<file path="config.mk">
export PLATFORM = sky130hd
export DESIGN_NAME = vga_timing_gen
export DESIGN_NICKNAME = d
export VERILOG_FILES = /design/src/rtl/vga_timing_pkg.sv /design/src/rtl/vga_wrap_counter.sv /design/src/rtl/vga_timing_gen.sv
export SDC_FILE = /design/constraint.sdc
export NUM_CORES = 1
export LEC_CHECK = 0
export CORE_UTILIZATION = 45
export CTS_CLUSTER_SIZE = 8
export DETAILED_ROUTE_END_ITERATION = 10
export GPL_ROUTABILITY_DRIVEN = 0
export HOLD_SLACK_MARGIN = 0.06
export MAX_ROUTING_LAYER = met4
export PLACE_DENSITY = 0.75
export SLEW_MARGIN = 40
export SYNTH_ARGS = -nofsm -noshare
export SYNTH_HDL_FRONTEND = slang
export SYNTH_SLANG_ARGS = --single-unit
</file>
<file path="constraint.sdc">
create_clock -name vga_clk -period 2.1 [get_ports vga_clk]
set_input_delay 0.63 -clock vga_clk [delete_from_list [all_inputs] [get_ports vga_clk]]
set_output_delay 0.63 -clock vga_clk [all_outputs]
set_load 0.01 [all_outputs]
</file>
<file path="src/rtl/vga_timing_pkg.sv">
// Shared raster timing definitions for the VGA timing generator and the renderers.
// Default constants describe 640x480 @ 60 Hz with a 25.175 MHz pixel clock.
package vga_timing_pkg;

  localparam int COORD_W = 10;

  localparam int H_VISIBLE_DEF = 640;
  localparam int H_FRONT_DEF   = 16;
  localparam int H_SYNC_DEF    = 96;
  localparam int H_BACK_DEF    = 48;
  localparam int V_VISIBLE_DEF = 480;
  localparam int V_FRONT_DEF   = 10;
  localparam int V_SYNC_DEF    = 2;
  localparam int V_BACK_DEF    = 33;

  typedef logic [COORD_W-1:0] vga_coord_t;

  // True when lo <= v < lo+len; compared as int so spans ending at 1024 still work.
  function automatic logic in_span(vga_coord_t v, int lo, int len);
    return (int'(v) >= lo) && (int'(v) < lo + len);
  endfunction

endpackage

</file>
<file path="src/rtl/vga_wrap_counter.sv">
// Modulo counter for one raster axis; wrap flags the increment that returns it to zero.
// count_next is exported so callers can decode the upcoming position into registers.
module vga_wrap_counter
  import vga_timing_pkg::*;
#(
  parameter int unsigned Modulus = 800
) (
  input  logic       clk,
  input  logic       rst_n,
  input  logic       inc,
  output vga_coord_t count,
  output vga_coord_t count_next,
  output logic       wrap
);

  localparam vga_coord_t Last = vga_coord_t'(Modulus - 1);

  assign wrap = inc && (count == Last);

  always_comb begin
    count_next = count;
    if (wrap) begin
      count_next = '0;
    end else if (inc) begin
      count_next = count + 1'b1;
    end
  end

  always_ff @(posedge clk or negedge rst_n) begin
    if (!rst_n) begin
      count <= '0;
    end else begin
      count <= count_next;
    end
  end

endmodule

</file>
<file path="src/rtl/vga_timing_gen.sv">
// VGA raster timing generator: walks (DrawX, DrawY) over the whole frame and registers decodes.
// Define VGA_TIMING_FRAME_CNT_EN to add the 16-bit frame_count output.
module vga_timing_gen
  import vga_timing_pkg::*;
#(
  parameter int H_VISIBLE = H_VISIBLE_DEF,
  parameter int H_FRONT   = H_FRONT_DEF,
  parameter int H_SYNC    = H_SYNC_DEF,
  parameter int H_BACK    = H_BACK_DEF,
  parameter int V_VISIBLE = V_VISIBLE_DEF,
  parameter int V_FRONT   = V_FRONT_DEF,
  parameter int V_SYNC    = V_SYNC_DEF,
  parameter int V_BACK    = V_BACK_DEF
) (
  input  logic               vga_clk,
  input  logic               reset_n,
  output logic [COORD_W-1:0] DrawX,
  output logic [COORD_W-1:0] DrawY,
  output logic               blank,
  output logic               hs,
  output logic               vs,
  output logic               frame_start,
  output logic               line_start
`ifdef VGA_TIMING_FRAME_CNT_EN
  ,
  output logic [15:0]        frame_count
`endif
);

  localparam int H_TOTAL = H_VISIBLE + H_FRONT + H_SYNC + H_BACK;
  localparam int V_TOTAL = V_VISIBLE + V_FRONT + V_SYNC + V_BACK;

  if ((H_TOTAL > (1 << COORD_W)) || (V_TOTAL > (1 << COORD_W))) begin : g_total_check
    $error("vga_timing_gen: H_TOTAL and V_TOTAL must not exceed 1024");
  end

  vga_coord_t h_next, v_next;
  logic       h_wrap, v_wrap;

  vga_wrap_counter #(
    .Modulus(H_TOTAL)
  ) u_h_cnt (
    .clk       (vga_clk),
    .rst_n     (reset_n),
    .inc       (1'b1),
    .count     (DrawX),
    .count_next(h_next),
    .wrap      (h_wrap)
  );

  vga_wrap_counter #(
    .Modulus(V_TOTAL)
  ) u_v_cnt (
    .clk       (vga_clk),
    .rst_n     (reset_n),
    .inc       (h_wrap),
    .count     (DrawY),
    .count_next(v_next),
    .wrap      (v_wrap)
  );

  // Decoding the next position keeps every registered output aligned with DrawX/DrawY.
  logic blank_d, hs_d, vs_d, frame_start_d, line_start_d;

  always_comb begin
    blank_d       = (int'(h_next) < H_VISIBLE) && (int'(v_next) < V_VISIBLE);
    hs_d          = !in_span(h_next, H_VISIBLE + H_FRONT, H_SYNC);
    vs_d          = !in_span(v_next, V_VISIBLE + V_FRONT, V_SYNC);
    line_start_d  = h_wrap;
    frame_start_d = h_wrap && v_wrap;
  end

  always_ff @(posedge vga_clk or negedge reset_n) begin
    if (!reset_n) begin
      blank       <= 1'b1;
      hs          <= 1'b1;
      vs          <= 1'b1;
      frame_start <= 1'b1;
      line_start  <= 1'b1;
    end else begin
      blank       <= blank_d;
      hs          <= hs_d;
      vs          <= vs_d;
      frame_start <= frame_start_d;
      line_start  <= line_start_d;
    end
  end

`ifdef VGA_TIMING_FRAME_CNT_EN
  always_ff @(posedge vga_clk or negedge reset_n) begin
    if (!reset_n) begin
      frame_count <= '0;
    end else if (h_wrap && v_wrap) begin
      frame_count <= frame_count + 16'd1;
    end
  end
`endif

endmodule

</file>
# Word-level counts from Yosys, hierarchy flattened

Cells that the tools add are included.

Add/subtract/negate cells: 2
$mul: 0
Div/mod/pow operators: 0
Magnitude comparators: 6
Equal/unequal tests: 2
Shift-type cells: 0
Mux-type cells: 3
Bitwise gates (word level): 0
Reductions and logical operators: 7

Operator list:

| cell                    | number |
|---|---|
| $mux W10                | 3 |
| $add A10 B1 Y10 const B | 2 |
| $eq A10 B10 Y1 const B  | 2 |
| $lt A10 B10 Y1 const B  | 2 |
| $lt A10 B9 Y1 const B   | 2 |
| $ge A10 B10 Y1 const B  | 1 |
| $ge A10 B9 Y1 const B   | 1 |
| $logic_and A1 B1 Y1     | 5 |
| $logic_not A1 Y1        | 2 |

Register bits after elaboration: 25
Bits in latches: 0
RAM bits: 0
ROM bits: 0
Output and inout port bits: 25
Memories: 0

# Longest topological paths before layout

Gate-level depths: netlist of the first run.

Depth after elaboration: 6
Mapped depth: 8
Depth with buffers taken out: 7

# Hierarchy

Synthesis of the first run repeated with hierarchy kept, for this count alone.

Cell total of the unflattened synthesis: 112
Area, all modules: 1228.7 sq um

Modules (own cells, without submodules):

| module                      | times used | cells an instance | area each (sq um) | seq. area each (sq um) |
|---|---|---|---|---|
| vga_wrap_counter at u_h_cnt | 1          | 48                | 519.2             | 250.2 |
| vga_wrap_counter at u_v_cnt | 1          | 48                | 509.2             | 250.2 |
| vga_timing_gen              | 1          | 16                | 200.2             | 131.4 |

# Worst setup path after synthesis of the first run

Ideal clock, no wire load.

Path kind: register -> register
From: register u_h_cnt.count[0]
To: register vs
Library setup time: 0.086 ns
Arrival: 2.058 ns
Path slack: -0.044 ns
Cell stages (with the launch flop): 8
Buffers on the path: 0
Cells stage by stage: dfrtp_1 > ha_1 > nand4_1 > or3b_4 > clkinv_4 > nand2_1 > or3_1 > a2111o_1

Cells in the longest elaborated chain, start to end: 6
Elaborated cells on any way between the ends: 8

Ends and longest elaborated chain:

| element                                                | RTL line                                       | RTL |
|---|---|---|
| start, declared                                        | vga_wrap_counter.sv:11                         | `output vga_coord_t count,` |
| start signal, assigned                                 | vga_wrap_counter.sv:33                         | `count <= count_next;` |
| $eq A10 B10 Y1 (*)                                     | vga_wrap_counter.sv:18                         | `assign wrap = inc && (count == Last);` |
| $mux W10 / $logic_and A1 B1 Y1 (equally long branches) | vga_wrap_counter.sv:24, vga_wrap_counter.sv:18 |  |
| $mux W10 (*)                                           | vga_wrap_counter.sv:22                         | `if (wrap) begin` |
| $ge A10 B9 Y1 / $lt A10 B9 Y1 (equally long branches)  | vga_timing_pkg.sv:20                           | `return (int'(v) >= lo) && (int'(v) < lo + len);` |
| $logic_and A1 B1 Y1 (*)                                | vga_timing_pkg.sv:20                           |  |
| $logic_not A1 Y1 (*)                                   | vga_timing_gen.sv:68                           | `vs_d = !in_span(v_next, V_VISIBLE + V_FRONT, V_SYNC);` |
| net vs_d                                               | vga_timing_gen.sv:63                           | `logic blank_d, hs_d, vs_d, frame_start_d, line_start_d;` |
| end signal, assigned                                   | vga_timing_gen.sv:83                           | `vs <= vs_d;` |
| end, declared                                          | vga_timing_gen.sv:21                           | `output logic vs,` |

The timed path passes the listed nets; every way through them passes the cells marked *.

# Worst setup path in the final report of the first run

From: register u_h_cnt.count[7]
To: register vs

The elaborated chain is that of the path after synthesis.

==> impl_metrics.json, run 1 <==
{
  "core.rowCount": 18,
  "layout_common_cells": "clkdlybuf4s50_1, buf_4, dfrtp_1",
  "cts_htree_levels": 1,
  "synth.avg_cell_area_sq_um": 9.86,
  "grt_pass1_vias": 1102,
  "worst_pin_slew_ps": 363,
  "antenna_cells": 0,
  "hpwl_um": 2270,
  "post-route-util_pct": 69.5,
  "grt_overflow": 0,
  "vias_per_cell": 5.67,
  "final_net_count": 185,
  "worstSetupPathType": "reg -> reg",
  "cp_slowest_cell": "or3b_4",
  "fillerInstances": 197,
  "slowest_delay_ps": 450,
  "coreArea_sq_mm": 0.00259,
  "dpl_cell_area_sq_mm": 0.00170,
  "die_area_sq_mm": 0.00306,
  "setup_viol": 0,
  "maxCapViolCount": 0,
  "via_count": 1184,
  "chipHeight_um": 55.4,
  "crit_fanout": 5,
  "numCtsBuffers": 3,
  "antenna_found_initial": 0,
  "syn_nets": 135,
  "holdBufCountCts": 0,
  "syn_area_sq_mm": 0.00128,
  "yosysWarningCount": 0,
  "drive_gt1_share_pct": 22.9,
  "max_freq_mhz": 478,
  "critPathCaptureType": "flip-flop",
  "io_pins": 27,
  "cts_buffer_depth": 2,
  "required_ps": 2380,
  "grt_max_degree": 26,
  "dr.first_iter.drc_count": 34,
  "clk_pin_slew_ps": 150,
  "grt_pass1_wl_um": 5170,
  "dr.pass1.iters": 4,
  "peakVddDrop_mv": 0.421,
  "drc_errors": 0,
  "status": "completed",
  "startpoint_type": "flip-flop",
  "setup_tns_ps": 0,
  "clock_latency_ps": 330,
  "leakage_nw": 0.817,
  "synthCells": 130,
  "root_buffer": "clkbuf_4",
  "holdWs_ps": 567,
  "synth-seq-cells": 25,
  "power.density_mw_per_mm2": 410,
  "numPortBuffers": 26,
  "hold_path.class": "reg -> reg",
  "routedWlPerCell_um": 15.1,
  "slew_violations": 0,
  "cts.sinks": 25,
  "cts_tree": "yes",
  "post-route-min-period_ps": 2090,
  "seq_area_frac_synth_pct": 49.3,
  "wl_um": 3150,
  "rsz0062_at_grt": "true",
  "cp.arrival_ps": 2370,
  "hold_viol": 0,
  "grt_util_all_layers_pct": 22.0,
  "ys_types": 36,
  "crit_chain": "or3b_1 > or3b_4 > clkinv_4 > nand2_2 > or3_1 > a2111o_1",
  "slew_headroom_pct": 75.6,
  "skew_ps": 1.35,
  "fin_area_sq_mm": 0.00180,
  "period_share_pct": 99.7,
  "syn_to_final_growth_pct": 40.4,
  "ant_nets": 0,
  "die_w_um": 55.4,
  "initial_core_util_pct": 49.5
}
## final cells by class
type                    instances  area, sq um  area share [%]
clock inverters                 1         8.76           0.487
well taps                      30         37.5            2.09
inverters                       6         27.5            1.53
multi-input cells              95          628            34.9
repair buffers                 49          440            24.5
clock buffers                   3         22.5            1.25
flip-flops and latches         25          634            35.3
## flip-flops by register name, summed over array words and instances, names as in the netlist
name           cells
vs                 1
u_h_cnt.count     10
blank              1
line_start         1
u_v_cnt.count     10
frame_start        1
hs                 1
## metal layers
layer,track usage [%],vias to the layer above,routed length [um]
li1,-,573,-
met1,29.7,576,1410
met2,34.3,31,1580
met3,3.04,4,131
met4,7.14,0,34
met5,-,-,0
## per-stage QoR
stage / setup WS (ps) / total power, mW / std cells
floorplan: -17.2 / 0.491 / 130
global placement: 72.4 / 0.503 / 199
detailed placement: 23.4 / 0.504 / 199
CTS: 3.99 / 0.745 / 205
global route: -70.2 / 0.762 / 209
finish: 5.94 / 0.738 / 209
## worst max-delay path, delay by kind of cell (launching register included)
kind / cells / cell delay, ps
AO/OA/AOI/OAI: 1 / 370
flip-flops: 1 / 410
AND/OR/NAND/NOR: 4 / 1170
buffers and inverters: 1 / 80
## synth_stat cells, drive strengths merged
cell	count	area [sq um]
a21o	1	7.51
o22ai	1	6.26
xnor2	5	43.8
nor2	7	26.3
and4	3	26.3
or4	1	7.51
o21ai	11	55.1
clkinv	1	8.76
or2	1	6.26
nor4	4	40.0
inv	5	18.8
clkbuf	4	15.0
and3	2	12.5
xor2	4	35.0
nand2	13	48.8
a311o	1	10.0
nand3	7	35.0
and2	1	6.26
a21oi	3	15.0
o211a	1	10.0
or3b	2	20.0
a22o	1	8.76
a2111o	1	11.3
or3	5	31.3
nand4	7	43.8
ha	3	37.5
a211oi	2	15.0
dfstp	5	131
nor3	4	20.0
dfrtp	20	500
and3b	1	8.76
a31oi	1	6.26
nor2b	2	12.5
## logic make-up after synthesis
group	count (synthesis)	synth area share, %
buf+inv	10	3.32
flops	25	49.3
fa+ha+maj	3	2.93
simple gates	60	27.0
compound gates	23	11.3
xor+xnor	9	6.15
## worst paths after layout
kind,start,endpoint,slack (ps),cells past startpoint
worst max-delay path,u_h_cnt.count[7],vs,6,6
worst min-delay path,u_v_cnt.count[8],u_v_cnt.count[8],570,1
worst max register to register,u_h_cnt.count[7],vs,6,6
worst min register to register,u_v_cnt.count[8],u_v_cnt.count[8],570,1
max in group asynchronous,reset_n,line_start,1170,2
min in group asynchronous,reset_n,u_h_cnt.count[9],640,2
## power by group
part	switching, mW	internal [mW]	leakage (nW)	total [mW]
Combinational	0.00914	0.00285	0.484	0.0120
Clock	0.166	0.0778	0.0183	0.244
Sequential	0	0.482	0.314	0.482
## timing repair
action,4_1_cts,5_1_grt
gates cloned,0,0
pin swaps,1,3
gates resized for setup,1,6
hold endpoints to repair,0,0
setup buffers,2,4
setup endpoints to repair,2,7
No activity file was read; power rests on OpenSTA's default activity.
==> run 2, diff against run 1 <==
--- a/config.mk
+++ b/config.mk
@@ -5,13 +5,14 @@
 export SDC_FILE = /design/constraint.sdc
 export NUM_CORES = 1
 export LEC_CHECK = 0
-export CORE_UTILIZATION = 45
+export CAP_MARGIN = 10
+export CORE_UTILIZATION = 53
 export CTS_CLUSTER_SIZE = 8
 export DETAILED_ROUTE_END_ITERATION = 10
 export GPL_ROUTABILITY_DRIVEN = 0
 export HOLD_SLACK_MARGIN = 0.06
 export MAX_ROUTING_LAYER = met4
-export PLACE_DENSITY = 0.75
+export PLACE_DENSITY = 0.83
 export SLEW_MARGIN = 40
 export SYNTH_ARGS = -nofsm -noshare
 export SYNTH_HDL_FRONTEND = slang
==> constraint.sdc (replaced) <==
create_clock -name vga_clk -period 2.65 [get_ports vga_clk]
set_input_delay 0.795 -clock vga_clk [delete_from_list [all_inputs] [get_ports vga_clk]]
set_output_delay 0.795 -clock vga_clk [all_outputs]
set_load 0.01 [all_outputs]
==> run 2 against run 1 <==
Global-route usage is 2.0 points higher. Flip-flop and latch count unchanged. Non-clock buffer count is 22 lower. Die area decreased by 15%. Sequential power shrank 21%. Clock power shrank 27%. Power down 23%. Final cell count is 11% lower. Largest power group unchanged.
==> impl_metrics.json, run 2 (synthesis results as in run 1) <==
{
  "cts_htree_levels": 1,
  "pwr-share-comb_pct": 1.6,
  "dr.pass1.iters": 4,
  "postCtsSetupRepairBufs": 0,
  "root_buffer": "clkbuf_4",
  "die_area_sq_mm": 0.00262,
  "p_clk_share_pct": 31.1,
  "peakVddDrop_mv": 0.354,
  "leakage_nw": 0.660,
  "startpoint_type": "flip-flop",
  "antenna_found_initial": 0,
  "fin_cells": 185,
  "numCtsBuffers": 3,
  "drive_gt1_share_pct": 8.92,
  "power.density_mw_per_mm2": 355,
  "setup_ws_ps": 305,
  "die_w_um": 51.2,
  "chipHeight_um": 51.2,
  "cts_resized": 0,
  "ant_nets": 0,
  "rsz0062_at_grt": "false",
  "antenna_cells": 0,
  "grt_util_all_layers_pct": 24.0,
  "p_sw_share_pct": 22.2,
  "seqPwrFrac_pct": 67.3,
  "layout_common_cells": "clkdlybuf4s50_1, dfrtp_1, nand2_1",
  "clk_pin_slew_ps": 140,
  "fin_area_sq_mm": 0.00160,
  "core.rowCount": 17,
  "required_ps": 2910,
  "final_net_count": 163,
  "max_freq_mhz": 426,
  "critPathCaptureType": "flip-flop",
  "grt_pass1_vias": 1009,
  "regArea_sq_um": 632,
  "routedWlPerCell_um": 14.2,
  "dr.first_iter.drc_count": 24,
  "via_count": 1085,
  "cts_buffer_depth": 2,
  "fillerInstances": 190,
  "grt_max_degree": 26,
  "grt_pass1_wl_um": 4440,
  "wl_um": 2630,
  "status": "completed",
  "vias_per_cell": 5.86,
  "dpl_cell_area_sq_mm": 0.00157,
  "cts.sinks": 25,
  "syn_to_final_growth_pct": 24.8,
  "pre_cts_slack_ps": 357,
  "cts_tree": "yes",
  "final_common_cell": "clkdlybuf4s50_1",
  "hold_viol": 0,
  "clock_latency_ps": 320,
  "setup_viol": 0,
  "drc_errors": 0,
  "numPortBuffers": 26,
  "hpwl_um": 1950,
  "skew_ps": 1.38,
  "multi_input_area_sq_um": 607,
  "io_pins": 27,
  "crit_fanout": 19,
  "maxCapViolCount": 0,
  "post-route-min-period_ps": 2350,
  "coreArea_sq_mm": 0.00225,
  "worst_pin_slew_ps": 456,
  "cp.arrival_ps": 2610,
  "slew_violations": 0,
  "slew_headroom_pct": 69.4,
  "intPower_uw": 442,
  "period_share_pct": 88.5,
  "holdBufCountCts": 0,
  "top_regs": "u_h_cnt.count x10, u_v_cnt.count x10",
  "dp_cells": 181,
  "p_sw_uw": 126,
  "setup_tns_ps": 0,
  "fin_total_pwr_uw": 568,
  "hold_path.class": "reg -> reg",
  "worstSetupPathType": "reg -> reg",
  "grt_overflow": 0,
  "initial_core_util_pct": 56.8
}
[run 2: critical path, cell delays in order, from the launching register on]
cell and delay (ps):
dfrtp_1 440, ha_1 250, nand4_1 180, or3b_4 480, clkinv_4 140, nand2_1 80
or3_1 310, a2111o_1 420
[run 2: worst paths after layout]
check | start | cells past startpoint | slack, ps | end
max in group asynchronous | reset_n | 2 | 1560 | vs
worst min register to register | u_h_cnt.count[0] | 1 | 520 | u_h_cnt.count[0]
worst max-delay path | u_h_cnt.count[0] | 7 | 300 | vs
worst max register to register | u_h_cnt.count[0] | 7 | 300 | vs
worst min-delay path | u_h_cnt.count[0] | 1 | 520 | u_h_cnt.count[0]
min in group asynchronous | reset_n | 2 | 810 | u_h_cnt.count[9]
[run 2: power by group through the flow]
| stage | sequential [mW] | combinational, mW | clock [mW] |
|---|---|---|---|
| after floorplan | 0.389 | 0.000000234 | 0 |
| after global placement | 0.389 | 0.00974 | 0 |
| after detailed placement | 0.389 | 0.00994 | 0 |
| after CTS | 0.382 | 0.00994 | 0.183 |
| after global routing | 0.382 | 0.0112 | 0.196 |
| final | 0.382 | 0.00918 | 0.177 |
[run 2: per-stage QoR]
| stage | hold slack (ps) | utilization [%] |
|---|---|---|
| CTS | 519 | 70.9 |
| global route | 539 | 70.9 |
| detailed placement | 499 | 69.6 |
| floorplan | 499 | - |
| global placement | 490 | 69.6 |
| finish | 524 | 70.9 |
[run 2: layout make-up]
| class | count | area share, % |
|---|---|---|
| Sequential cell | 25 | 39.5 |
| Timing Repair Buffer | 27 | 16.7 |
| Inverter | 6 | 1.72 |
| Clock inverter | 1 | 0.469 |
| Clock buffer | 3 | 1.41 |
| Multi-Input combinational cell | 95 | 38.0 |
| Tap cell | 28 | 2.19 |
[run 2: metal layers]
layer  routed length, um  track usage, %  vias up  share of wire, %
met5                   0               -        -                 0
met1                1220            31.4      509                46
met3                 119            2.98        7               4.5
li1                    -               -      532                 -
met2                1230            36.8       37                47
met4                  53            12.0        0               2.0
==> run 3, diff against run 2 <==
--- a/config.mk
+++ b/config.mk
@@ -6,13 +6,15 @@
 export NUM_CORES = 1
 export LEC_CHECK = 0
 export CAP_MARGIN = 10
-export CORE_UTILIZATION = 53
+export CELL_PAD_IN_SITES_DETAIL_PLACEMENT = 1
+export CELL_PAD_IN_SITES_GLOBAL_PLACEMENT = 2
+export CORE_UTILIZATION = 33
 export CTS_CLUSTER_SIZE = 8
 export DETAILED_ROUTE_END_ITERATION = 10
 export GPL_ROUTABILITY_DRIVEN = 0
 export HOLD_SLACK_MARGIN = 0.06
 export MAX_ROUTING_LAYER = met4
-export PLACE_DENSITY = 0.83
+export PLACE_DENSITY = 0.89
 export SLEW_MARGIN = 40
 export SYNTH_ARGS = -nofsm -noshare
 export SYNTH_HDL_FRONTEND = slang
==> run 3 against run 2 <==
Hold slack improved by 4.1 ps. Sequential share of layout area fell by 1.1 points. Critical path depth did not move. Non-clock buffer count did not move. Cell area rose by 2.7%. Maximum frequency fell by 0.28%. Critical endpoint unchanged. Flip-flop and latch count did not move. Final cell count rose by 11%. Power rose by 10%. Clock-buffer cell count did not move. Highest routed layer unchanged. Global-route usage fell by 6.3 points. Critical path type unchanged.
==> impl_metrics.json, run 3 (synthesis results as in run 1) <==
{
  "skew_ps": 4.09,
  "clock_latency_ps": 270,
  "wl_um": 3160,
  "via_count": 1105,
  "worstHoldPathCells": 1,
  "cts_buffer_depth": 2,
  "slew_violations": 0,
  "hold_start": "u_h_cnt.count[0]",
  "die_area_sq_mm": 0.00414,
  "numPortBuffers": 26,
  "antenna_cells": 0,
  "critPathCaptureType": "flip-flop",
  "hold_path_end": "u_h_cnt.count[0]",
  "grt_util_all_layers_pct": 17.7,
  "crit_fanout": 19,
  "reg2reg_slack_ps": 300,
  "clk_pin_slew_ps": 90,
  "required_ps": 2850,
  "r2r-end": "vs",
  "ant_nets": 0,
  "hold_viol": 0,
  "final_common_cell": "clkdlybuf4s50_1",
  "use_met1_pct": 23.7,
  "grt-busiest-layer": "met2",
  "worst_pin_slew_ps": 434,
  "postCtsSetupRepairBufs": 0,
  "antenna_found_initial": 0,
  "cts_tree": "yes",
  "maxCapViolCount": 0,
  "worstSetupPathType": "reg -> reg",
  "grt_max_degree": 26,
  "dr.pass1.iters": 4,
  "top_regs": "u_h_cnt.count x10, u_v_cnt.count x10",
  "grtUsageMet2_pct": 26.8,
  "slew_headroom_pct": 70.9,
  "setup_viol": 0,
  "cp.arrival_ps": 2560,
  "numCtsBuffers": 3,
  "core.rowCount": 22,
  "post-route-min-period_ps": 2350,
  "cts_htree_levels": 1,
  "root_buffer": "clkbuf_8",
  "cts.sinks": 25,
  "vias_per_cell": 5.39,
  "layout_common_cells": "clkdlybuf4s50_1, dfrtp_1, nand2_1",
  "peakVddDrop_mv": 0.215,
  "leakage_nw": 0.668,
  "rsz0062_at_grt": "false",
  "cts_resized": 0,
  "reg2reg_depth": 7,
  "drc_errors": 0,
  "holdBufCountCts": 0,
  "status": "completed",
  "initial_core_util_pct": 34.7,
  "hold_path.class": "reg -> reg",
  "holdWs_ps": 528,
  "power.density_mw_per_mm2": 381,
  "max_freq_mhz": 425,
  "fin_cells": 205,
  "routedWlPerCell_um": 15.4,
  "io_pins": 27,
  "chipHeight_um": 64.3,
  "hpwl_um": 2330,
  "period_share_pct": 88.8,
  "dr.first_iter.drc_count": 10,
  "syn_to_final_growth_pct": 28.2,
  "r2r-start": "u_h_cnt.count[0]",
  "dp_cells": 201,
  "startpoint_type": "flip-flop",
  "cp-startpoint": "u_h_cnt.count[0]",
  "setup_tns_ps": 0,
  "die_w_um": 64.3,
  "grt_pass1_wl_um": 5390,
  "globalRouteMet3Util_pct": 2.14,
  "final_net_count": 163,
  "coreArea_sq_mm": 0.00369,
  "grt_overflow": 0,
  "drive_gt1_share_pct": 8.92,
  "grt_pass1_vias": 1092
}
## run 3: where the power goes
part,switching (mW),leakage (nW),internal [mW]
Combinational,0.00727,0.329,0.00226
Sequential,0,0.317,0.382
Clock,0.128,0.0217,0.107
Total,0.136,0.668,0.491
## run 3: routing by layer
metal | share of wire (%) | routed length [um]
met1 | 48 | 1520
met2 | 48 | 1520
met3 | 2.1 | 66
met4 | 1.6 | 51
met5 | 0 | 0
## run 3: worst max-delay path by stage
stage / end / slack (ps) / cells after the start
3_3_place_gp: vs / 410 / 7
6_report: vs / 300 / 7
2_1_floorplan: vs / 510 / 7
4_1_cts: vs / 290 / 7
3_5_place_dp: vs / 320 / 7
5_1_grt: vs / 150 / 7
## run 3: layout make-up
cell class / count / area, sq um
inverter: 6 / 27.5
clock inverter: 1 / 7.51
tap: 48 / 60.1
fill: 426 / 2050
multi-input combinational: 95 / 607
clock buffer: 3 / 41.3
sequential: 25 / 632
timing repair buffer: 27 / 268
## run 3: metrics by stage
stage / setup slack, ps / total power [mW] / area, sq um / utilization (%)
after floorplan: 506 / 0.389 / 1280 / -
after global placement: 405 / 0.399 / 1590 / 43.2
after detailed placement: 321 / 0.399 / 1590 / 43.2
after CTS: 293 / 0.640 / 1640 / 44.5
after global routing: 149 / 0.655 / 1640 / 44.5
final: 298 / 0.626 / 1640 / 44.5
## run 3: worst max-delay path: stages (launching register included)
cell,delay [ps]
dfrtp_1,430
ha_1,250
nand4_1,180
or3b_4,480
clkinv_4,140
nand2_1,80
or3_1,310
a2111o_1,410
